[config.mk]
export PLATFORM = sky130hd
export DESIGN_NAME = if_fetch
export DESIGN_NICKNAME = d
export VERILOG_FILES = /design/src/rtl/if_fetch_pkg.sv /design/src/rtl/fetch_fifo.sv /design/src/rtl/if_fetch.sv
export SDC_FILE = /design/constraint.sdc
export NUM_CORES = 1
export LEC_CHECK = 0
export CAP_MARGIN = 40
export CORE_MARGIN = 5
export CORE_UTILIZATION = 47
export CTS_CLUSTER_DIAMETER = 30
export DETAILED_ROUTE_END_ITERATION = 10
export PLACE_DENSITY_LB_ADDON = 0.08
export SLEW_MARGIN = 15
export SYNTH_ARGS = -nofsm -noshare
export SYNTH_HDL_FRONTEND = slang
export SYNTH_SLANG_ARGS = --single-unit
export TNS_END_PERCENT = 10
[constraint.sdc]
create_clock -name clk -period 3.1 [get_ports clk]
set_clock_uncertainty 0.1 [all_clocks]
set_input_delay 0.62 -clock clk [delete_from_list [all_inputs] [get_ports clk]]
set_output_delay 0.62 -clock clk [all_outputs]
set_load 0.02 [all_outputs]
[src/rtl/if_fetch_pkg.sv]
// Shared fetch-stage types and default constants for the instruction fetch slice.
package if_fetch_pkg;

  localparam int unsigned ADDR_W_DEF   = 16;
  localparam int unsigned INST_W_DEF   = 16;
  localparam logic [15:0] RESET_PC_DEF = 16'h0000;
  localparam logic [15:0] NOP_INST_DEF = 16'h0000;

  typedef enum logic [1:0] {
    IDLE = 2'd0,
    REQ  = 2'd1,
    WAIT = 2'd2,
    DROP = 2'd3
  } fetch_state_t;

endpackage

[src/rtl/fetch_fifo.sv]
// Small synchronous FIFO used as the fetch prefetch buffer; clear wins over push.
module fetch_fifo #(
  parameter int unsigned WIDTH = 32,
  parameter int unsigned DEPTH = 2
) (
  input  logic                     clk,
  input  logic                     rst,
  input  logic                     push,
  input  logic                     pop,
  input  logic                     clear,
  input  logic [WIDTH-1:0]         din,
  output logic [WIDTH-1:0]         head,
  output logic [$clog2(DEPTH):0]   count,
  output logic                     full,
  output logic                     empty
);

  localparam int unsigned PTR_W = $clog2(DEPTH);
  localparam int unsigned CNT_W = $clog2(DEPTH) + 1;

  logic [WIDTH-1:0] mem [DEPTH];
  logic [PTR_W-1:0] wr_ptr;
  logic [PTR_W-1:0] rd_ptr;

  // DEPTH is a power of two, so pointer overflow is the modulo wrap.
  always_ff @(posedge clk) begin
    if (rst || clear) begin
      wr_ptr <= '0;
      rd_ptr <= '0;
      count  <= '0;
    end else begin
      if (push) wr_ptr <= wr_ptr + 1'b1;
      if (pop)  rd_ptr <= rd_ptr + 1'b1;
      if (push && !pop)      count <= count + 1'b1;
      else if (!push && pop) count <= count - 1'b1;
    end
  end

  always_ff @(posedge clk) begin
    if (push && !clear) mem[wr_ptr] <= din;
  end

  assign head  = mem[rd_ptr];
  assign full  = (count == CNT_W'(DEPTH));
  assign empty = (count == '0);

endmodule

[src/rtl/if_fetch.sv]
// Instruction fetch stage: owns the PC, issues one outstanding imem read at a time,
// buffers returned words in a prefetch FIFO and drives the registered IF/ID boundary.
module if_fetch
  import if_fetch_pkg::*;
#(
  parameter int unsigned       ADDR_W     = ADDR_W_DEF,
  parameter int unsigned       INST_W     = INST_W_DEF,
  parameter int unsigned       FIFO_DEPTH = 2,
  parameter logic [ADDR_W-1:0] RESET_PC   = ADDR_W'(RESET_PC_DEF),
  parameter logic [INST_W-1:0] NOP_INST   = INST_W'(NOP_INST_DEF)
) (
  input  logic              clk,
  input  logic              rst,
  input  logic              stall_i,
  input  logic              flush_i,
  input  logic [ADDR_W-1:0] redirect_pc_i,
  output logic              imem_req_o,
  output logic [ADDR_W-1:0] imem_addr_o,
  input  logic              imem_gnt_i,
  input  logic              imem_rvalid_i,
  input  logic [INST_W-1:0] imem_rdata_i,
  output logic [ADDR_W-1:0] id_pc_o,
  output logic [INST_W-1:0] id_inst_o,
  output logic              id_valid_o,
  output fetch_state_t      dbg_state
);

  localparam int unsigned CNT_W = $clog2(FIFO_DEPTH) + 1;

  // Handshake: imem_req_o stays high with a stable imem_addr_o until a cycle
  // where imem_gnt_i=1; the matching imem_rvalid_i arrives in a later cycle.

  fetch_state_t state, state_n;

  logic [ADDR_W-1:0]        fetch_pc;
  logic [ADDR_W-1:0]        issued_pc;
  logic                     fifo_push;
  logic                     fifo_pop;
  logic [ADDR_W+INST_W-1:0] fifo_head;
  logic [CNT_W-1:0]         fifo_count;
  logic                     fifo_full;
  logic                     fifo_empty;

  always_ff @(posedge clk) begin
    if (rst) state <= IDLE;
    else     state <= state_n;
  end

  // Flush only redirects the FSM; a granted fetch must still drain through DROP.
  always_comb begin
    state_n = state;
    unique case (state)
      IDLE: if (!flush_i && fifo_count < CNT_W'(FIFO_DEPTH)) state_n = REQ;
      REQ: begin
        if (imem_gnt_i)   state_n = flush_i ? DROP : WAIT;
        else if (flush_i) state_n = IDLE;
      end
      WAIT: begin
        if (imem_rvalid_i) state_n = IDLE;
        else if (flush_i)  state_n = DROP;
      end
      DROP: if (imem_rvalid_i) state_n = IDLE;
      default: state_n = IDLE;
    endcase
  end

  always_ff @(posedge clk) begin
    if (rst) begin
      fetch_pc  <= RESET_PC;
      issued_pc <= '0;
    end else if (flush_i) begin
      fetch_pc <= redirect_pc_i;
    end else if (state == REQ && imem_gnt_i) begin
      fetch_pc  <= fetch_pc + 1'b1;
      issued_pc <= fetch_pc;
    end
  end

  assign imem_req_o  = (state == REQ);
  assign imem_addr_o = fetch_pc;
  assign dbg_state   = state;

  assign fifo_push = (state == WAIT) && imem_rvalid_i && !flush_i;
  assign fifo_pop  = !flush_i && !stall_i && !fifo_empty;

  fetch_fifo #(
    .WIDTH (ADDR_W + INST_W),
    .DEPTH (FIFO_DEPTH)
  ) u_fifo (
    .clk   (clk),
    .rst   (rst),
    .push  (fifo_push),
    .pop   (fifo_pop),
    .clear (flush_i),
    .din   ({issued_pc, imem_rdata_i}),
    .head  (fifo_head),
    .count (fifo_count),
    .full  (fifo_full),
    .empty (fifo_empty)
  );

  // The slot is reserved at issue time, so a push can never find the FIFO full.
  a_no_overflow: assert property (@(posedge clk) disable iff (rst) !(fifo_push && fifo_full));

  always_ff @(posedge clk) begin
    if (rst) begin
      id_pc_o    <= '0;
      id_inst_o  <= NOP_INST;
      id_valid_o <= 1'b0;
    end else if (flush_i) begin
      id_inst_o  <= NOP_INST;
      id_valid_o <= 1'b0;
    end else if (!stall_i) begin
      if (fifo_pop) begin
        id_pc_o    <= fifo_head[ADDR_W+INST_W-1:INST_W];
        id_inst_o  <= fifo_head[INST_W-1:0];
        id_valid_o <= 1'b1;
      end else begin
        id_inst_o  <= NOP_INST;
        id_valid_o <= 1'b0;
      end
    end
  end

endmodule

==> results of run 1 <==
==> cell usage after synthesis, drive strengths merged, types with 6 or more instances <==
master   n  area (sq um)
dfxtp   72          1440
edfxtp  64          1920
nor2    50           188
nand2   44           165
a21oi   23           115
a211oi  22           165
a22oi   17           128
mux2    17           191
mux2i   17           170
clkbuf  15          56.3
buf     11          62.6
xnor2   10          87.6
nand3    7          35.0
nor3     6          30.0
nor4     6          37.5
o21ai    6          30.0
==> path summary, 6_finish.rpt <==
path / to / slack (ns) / depth (start not counted)
setup / recovery: imem_req_o / 0.36 / 2
hold / removal: u_fifo.mem[0][16] / 0.36 / 0
setup reg to reg: imem_addr_o[13] / 1.20 / 4
hold reg to reg: u_fifo.mem[0][16] / 0.36 / 0
==> power groups by stage <==
stage	registers [W]	clock network [W]	logic (W)
6_report	0.00194	0.00224	0.000221
5_1_grt	0.00194	0.00236	0.000239
4_1_cts	0.00194	0.00226	0.000224
3_5_place_dp	0.00197	0	0.000222
3_3_place_gp	0.00197	0	0.000220
2_1_floorplan	0.00199	0	0.0000865
==> kinds of logic after synthesis <==
kind of cell | count (synthesis) | synth area share (%)
compound gates | 75 | 9.77
xor+xnor | 14 | 2.38
fa+ha+maj | 2 | 0.485
buf+inv | 31 | 2.67
flops | 136 | 65.1
mux | 34 | 7.00
simple gates | 137 | 12.6
==> worst max-delay path: stages (launching register included) <==
cell and delay, ns:
dfxtp_1 0.46, nor2b_1 0.35, clkdlybuf4s50_1 0.67
==> state kept, by name, indices dropped and copies added (netlist names), named ones only <==
register / cells
id_inst_o: 16
id_pc_o: 16
dbg_state: 2
id_valid_o: 1
issued_pc: 16
u_fifo.count: 2
u_fifo.mem: 64
u_fifo.wr_ptr: 1
u_fifo.rd_ptr: 1
imem_addr_o: 16
==> per-layer routing <==
metal	wire length [microns]	share of wire (%)	up-vias
met1	4790	44	1706
met4	182	1.7	0
li1	-	-	1758
met3	642	5.9	15
met5	0	0	-
met2	5300	49	96
==> through the flow <==
step	instances	hold slack (ns)	cell area [sq um]
2_1_floorplan	429	0.325	5160
3_3_place_gp	645	0.333	6220
3_5_place_dp	645	0.342	6220
4_1_cts	677	0.357	6890
5_1_grt	677	0.368	6890
6_report	677	0.357	6890
==> area by class of cell <==
class | count | area [sq um] | area share [%]
clock buffers | 20 | 445 | 6.46
clock inverters | 12 | 221 | 3.21
inverters | 5 | 18.8 | 0.272
multi-input cells | 262 | 1680 | 24.3
flip-flops and latches | 136 | 3360 | 48.8
well taps | 140 | 175 | 2.54
repair buffers | 102 | 988 | 14.3
==> impl_metrics.json, run 1 <==
{
  "outcome": "complete, no violations",
  "rsz0062_at_grt": "no",
  "cts_sinks": 136,
  "dieWidth_microns": 115,
  "final_layout_size_suffix_gt1_share_pct": 12.7,
  "post-route-util_pct": 63.8,
  "grt_pass1_vias": 3622,
  "numCtsBuffers": 17,
  "grt_use_met3_pct": 6.58,
  "power_density_nw_per_um2": 639,
  "die_h_microns": 115,
  "layout.nets": 564,
  "wl_microns": 10900,
  "postCtsHoldBufs": 0,
  "syn-cell-area_sq_um": 5160,
  "viasPerCell": 5.28,
  "total_leakage_power_nw": 2.30,
  "setup_slack_ns": 0.361,
  "post_cts_resized": 0,
  "track_usage_pct": 17.6,
  "drt_iter0_drc": 135,
  "ys_ff_latch": 136,
  "clk_latency_ns": 0.53,
  "switching_share_pct": 20.0,
  "grt-busiest-layer": "met2",
  "cap_violations": 0,
  "tightest_slew_ns": 0.573,
  "switching_power_w": 0.000879,
  "drcViolationCount": 0,
  "drt_pass1_iterations": 4,
  "grt_first_pass_wirelength_microns": 17800,
  "hold_class": "flip-flop to flip-flop",
  "layout_commonest_cell": "clkdlybuf4s50_1",
  "hold_violations": 0,
  "tns_ns": 0,
  "crit_arrival_ns": 2.02,
  "ant_nets": 0,
  "numPortBuffers": 89,
  "min_from": "issued_pc[0]",
  "post-route-period-util_pct": 88.4,
  "globalplace.congestion": 0.789,
  "cp-startpoint": "dbg_state[0]",
  "met1_usage_pct": 21.1,
  "area_growth_pct": 33.5,
  "seqPwrFrac_pct": 44.0,
  "core_area_sq_um": 10800,
  "grt_max_degree": 49,
  "grtUsageMet2_pct": 28.7,
  "start_util_pct": 47.8,
  "syn-num-nets": 469,
  "post_cts.repair.setup_buffers": 0,
  "grt-ovfl-total": 0,
  "synth-seq-area-share_pct": 65.1,
  "yosysWarnings": 0,
  "drv_slew": 0,
  "period_needed_ns": 2.74,
  "clk_pin_slew_ns": 0.06,
  "mostFrequentLayoutCells": "89 x clkdlybuf4s50_1, 71 x dfxtp_1, 64 x edfxtp_1",
  "ctsHtreeMaxLevel": 4,
  "cp.required_ns": 2.38,
  "ys_types": 43,
  "cp-start-kind": "flip-flop",
  "synth_edf_count": 64,
  "via_count": 3575,
  "crit_fanout": 7,
  "drt-wirelength-per-cell_microns": 16.1,
  "ir_worst_vdd_uv": 357,
  "cts_tree": "built",
  "dieArea_sq_um": 13200,
  "setup_viol": 0,
  "relSlewSlack_pct": 61.7,
  "critPathCaptureType": "primary output",
  "pin_count": 90,
  "avgSynthCellArea_sq_um": 12.0,
  "fmax_ghz": 0.365,
  "total_power_w": 0.00440,
  "clkPwrFrac_pct": 50.9,
  "dpl.hpwl_microns": 7160,
  "synth-async-reset-ratio_pct": 0,
  "n_antenna_cell": 0,
  "internal-power_w": 0.00352,
  "clock_path_buffers": 2,
  "nFillCells": 856,
  "place_ws_ns": 0.473,
  "antenna_found_initial": 0,
  "reg2reg_from": "imem_addr_o[4]",
  "rows": 38,
  "synth_flop_cell": "dfxtp_1",
  "ctsRootBufferMaster": "clkbuf_8",
  "combPwrFrac_pct": 5.0,
  "synthesis.instances": 429,
  "path_class": "flip-flop to primary output"
}
(Power assumes the default switching activity.)
==> run 2, diff against run 1 <==
Settings changed: GPL_TIMING_DRIVEN set to 0, HOLD_SLACK_MARGIN set to 0.1.
==> impl_metrics.json, run 2 (synthesis results as in run 1) <==
{
  "numCtsBuffers": 17,
  "largest_register_ffs": 64,
  "relSlewSlack_pct": 57.1,
  "grt_max_degree": 24,
  "total_power_w": 0.00421,
  "critPathCaptureType": "primary output",
  "cp.required_ns": 2.38,
  "wl_microns": 11500,
  "cap_violations": 0,
  "grt_first_pass_wirelength_microns": 18500,
  "ff2ff_setup_slack_ns": 0.69,
  "r2r-end": "u_fifo.count[1]",
  "mostFrequentLayoutCells": "87 x clkdlybuf4s50_1, 72 x dfxtp_1, 64 x edfxtp_1",
  "pin_count": 90,
  "ctsRootBufferMaster": "clkbuf_8",
  "area_growth_pct": 33.4,
  "cpPeakStageDelay_ns": 0.65,
  "reg2reg_from": "u_fifo.count[1]",
  "dieArea_sq_um": 13200,
  "fmax_ghz": 0.382,
  "crit_arrival_ns": 1.90,
  "cp_num_buf_inv": 1,
  "post-route-util_pct": 63.8,
  "grt-ovfl-total": 0,
  "start_util_pct": 47.8,
  "tightest_slew_ns": 0.643,
  "post-route-period-util_pct": 84.4,
  "multi_input_area_sq_um": 1670,
  "min_from": "issued_pc[3]",
  "n_antenna_cell": 0,
  "outcome": "complete, no violations",
  "place_ws_ns": -0.0512,
  "via_count": 3693,
  "total_leakage_power_nw": 2.30,
  "drt-wirelength-per-cell_microns": 16.6,
  "clk_pin_slew_ns": 0.06,
  "hold_violations": 0,
  "setup_viol": 0,
  "layout_commonest_cell": "clkdlybuf4s50_1",
  "post_cts.repair.setup_buffers": 0,
  "nFillCells": 863,
  "ir_worst_vdd_uv": 273,
  "min_to": "u_fifo.mem[0][19]",
  "hold_class": "flip-flop to flip-flop",
  "power_density_nw_per_um2": 612,
  "numPortBuffers": 87,
  "track_usage_pct": 18.1,
  "rsz0062_at_grt": "no",
  "cp-start-kind": "flip-flop",
  "cts_tree": "built",
  "layout.nets": 578,
  "die_h_microns": 115,
  "grt_pass1_vias": 3708,
  "cp_slowest_cell": "clkdlybuf4s50_1",
  "drt_iter0_drc": 202,
  "dieWidth_microns": 115,
  "clock_path_buffers": 2,
  "cts_sinks": 136,
  "core_area_sq_um": 10800,
  "ff_latch_area_sq_um": 3360,
  "viasPerCell": 5.34,
  "globalplace.congestion": 0.852,
  "antenna_found_initial": 0,
  "final_layout_size_suffix_gt1_share_pct": 12.0,
  "path_class": "flip-flop to primary output",
  "ant_nets": 0,
  "postCtsHoldBufs": 0,
  "post_cts_resized": 0,
  "largest_register": "u_fifo.mem",
  "drt_pass1_iterations": 4,
  "drcViolationCount": 0,
  "dpl.hpwl_microns": 7820,
  "crit_fanout": 7,
  "hold_depth": 0,
  "crit_chain": "nor2b_1 > clkdlybuf4s50_1",
  "period_needed_ns": 2.62,
  "setup_slack_ns": 0.483,
  "critPathTopFamily": "buffers and inverters",
  "clk_latency_ns": 0.52,
  "reg2regPathDepth": 8,
  "tns_ns": 0,
  "rows": 38,
  "ctsHtreeMaxLevel": 4,
  "drv_slew": 0
}
## run 2: cell types whose count changed in the layout (fill, tap and decap cells not counted), sizes merged
cell	change
clkbuf	+21
clkinvlp	-1
clkdlybuf4s50	-2
inv	+1
bufinv	-5
## run 2: worst max-delay path by stage
stage	startpoint	slack [ns]	to	cells after the start
6_report	dbg_state[0]	0.48	imem_req_o	2
5_1_grt	dbg_state[0]	0.36	imem_req_o	2
4_1_cts	imem_rvalid_i	0.38	u_fifo.mem[0][1]	4
3_5_place_dp	imem_rvalid_i	-0.05	u_fifo.mem[0][4]	4
3_3_place_gp	imem_rvalid_i	-0.87	u_fifo.mem[0][5]	3
2_1_floorplan	flush_i	0.36	u_fifo.mem[0][0]	3
## run 2: metrics by stage
stage / cells / hold slack [ns] / area [sq um]
2_1_floorplan: 429 / 0.325 / 5160
3_3_place_gp: 656 / 0.331 / 6210
3_5_place_dp: 658 / 0.342 / 6260
4_1_cts: 690 / 0.360 / 6880
5_1_grt: 691 / 0.373 / 6890
6_report: 691 / 0.354 / 6890
## run 2: area by class of cell
class                   count  share of cell area, %
well taps                 140                   2.54
repair buffers             90                   13.3
multi-input cells         262                   24.3
flip-flops and latches    136                   48.8
clock inverters             7                   1.09
clock buffers              25                   7.99
inverters                   5                  0.272
plain buffers              26                   1.73
## run 2: per-layer routing
metal  track usage, %  wire (microns)
met2             31.0            5720
met1             21.8            5000
met4             6.96             130
met3             5.21             601
met5                0               0
## run 2: report_power, final
group	switching (W)	leakage (nW)	total, W	internal, W
sequential	0.0000372	1.22	0.00194	0.00190
combinational	0.000111	0.777	0.000223	0.000113
clock	0.000744	0.305	0.00205	0.00131
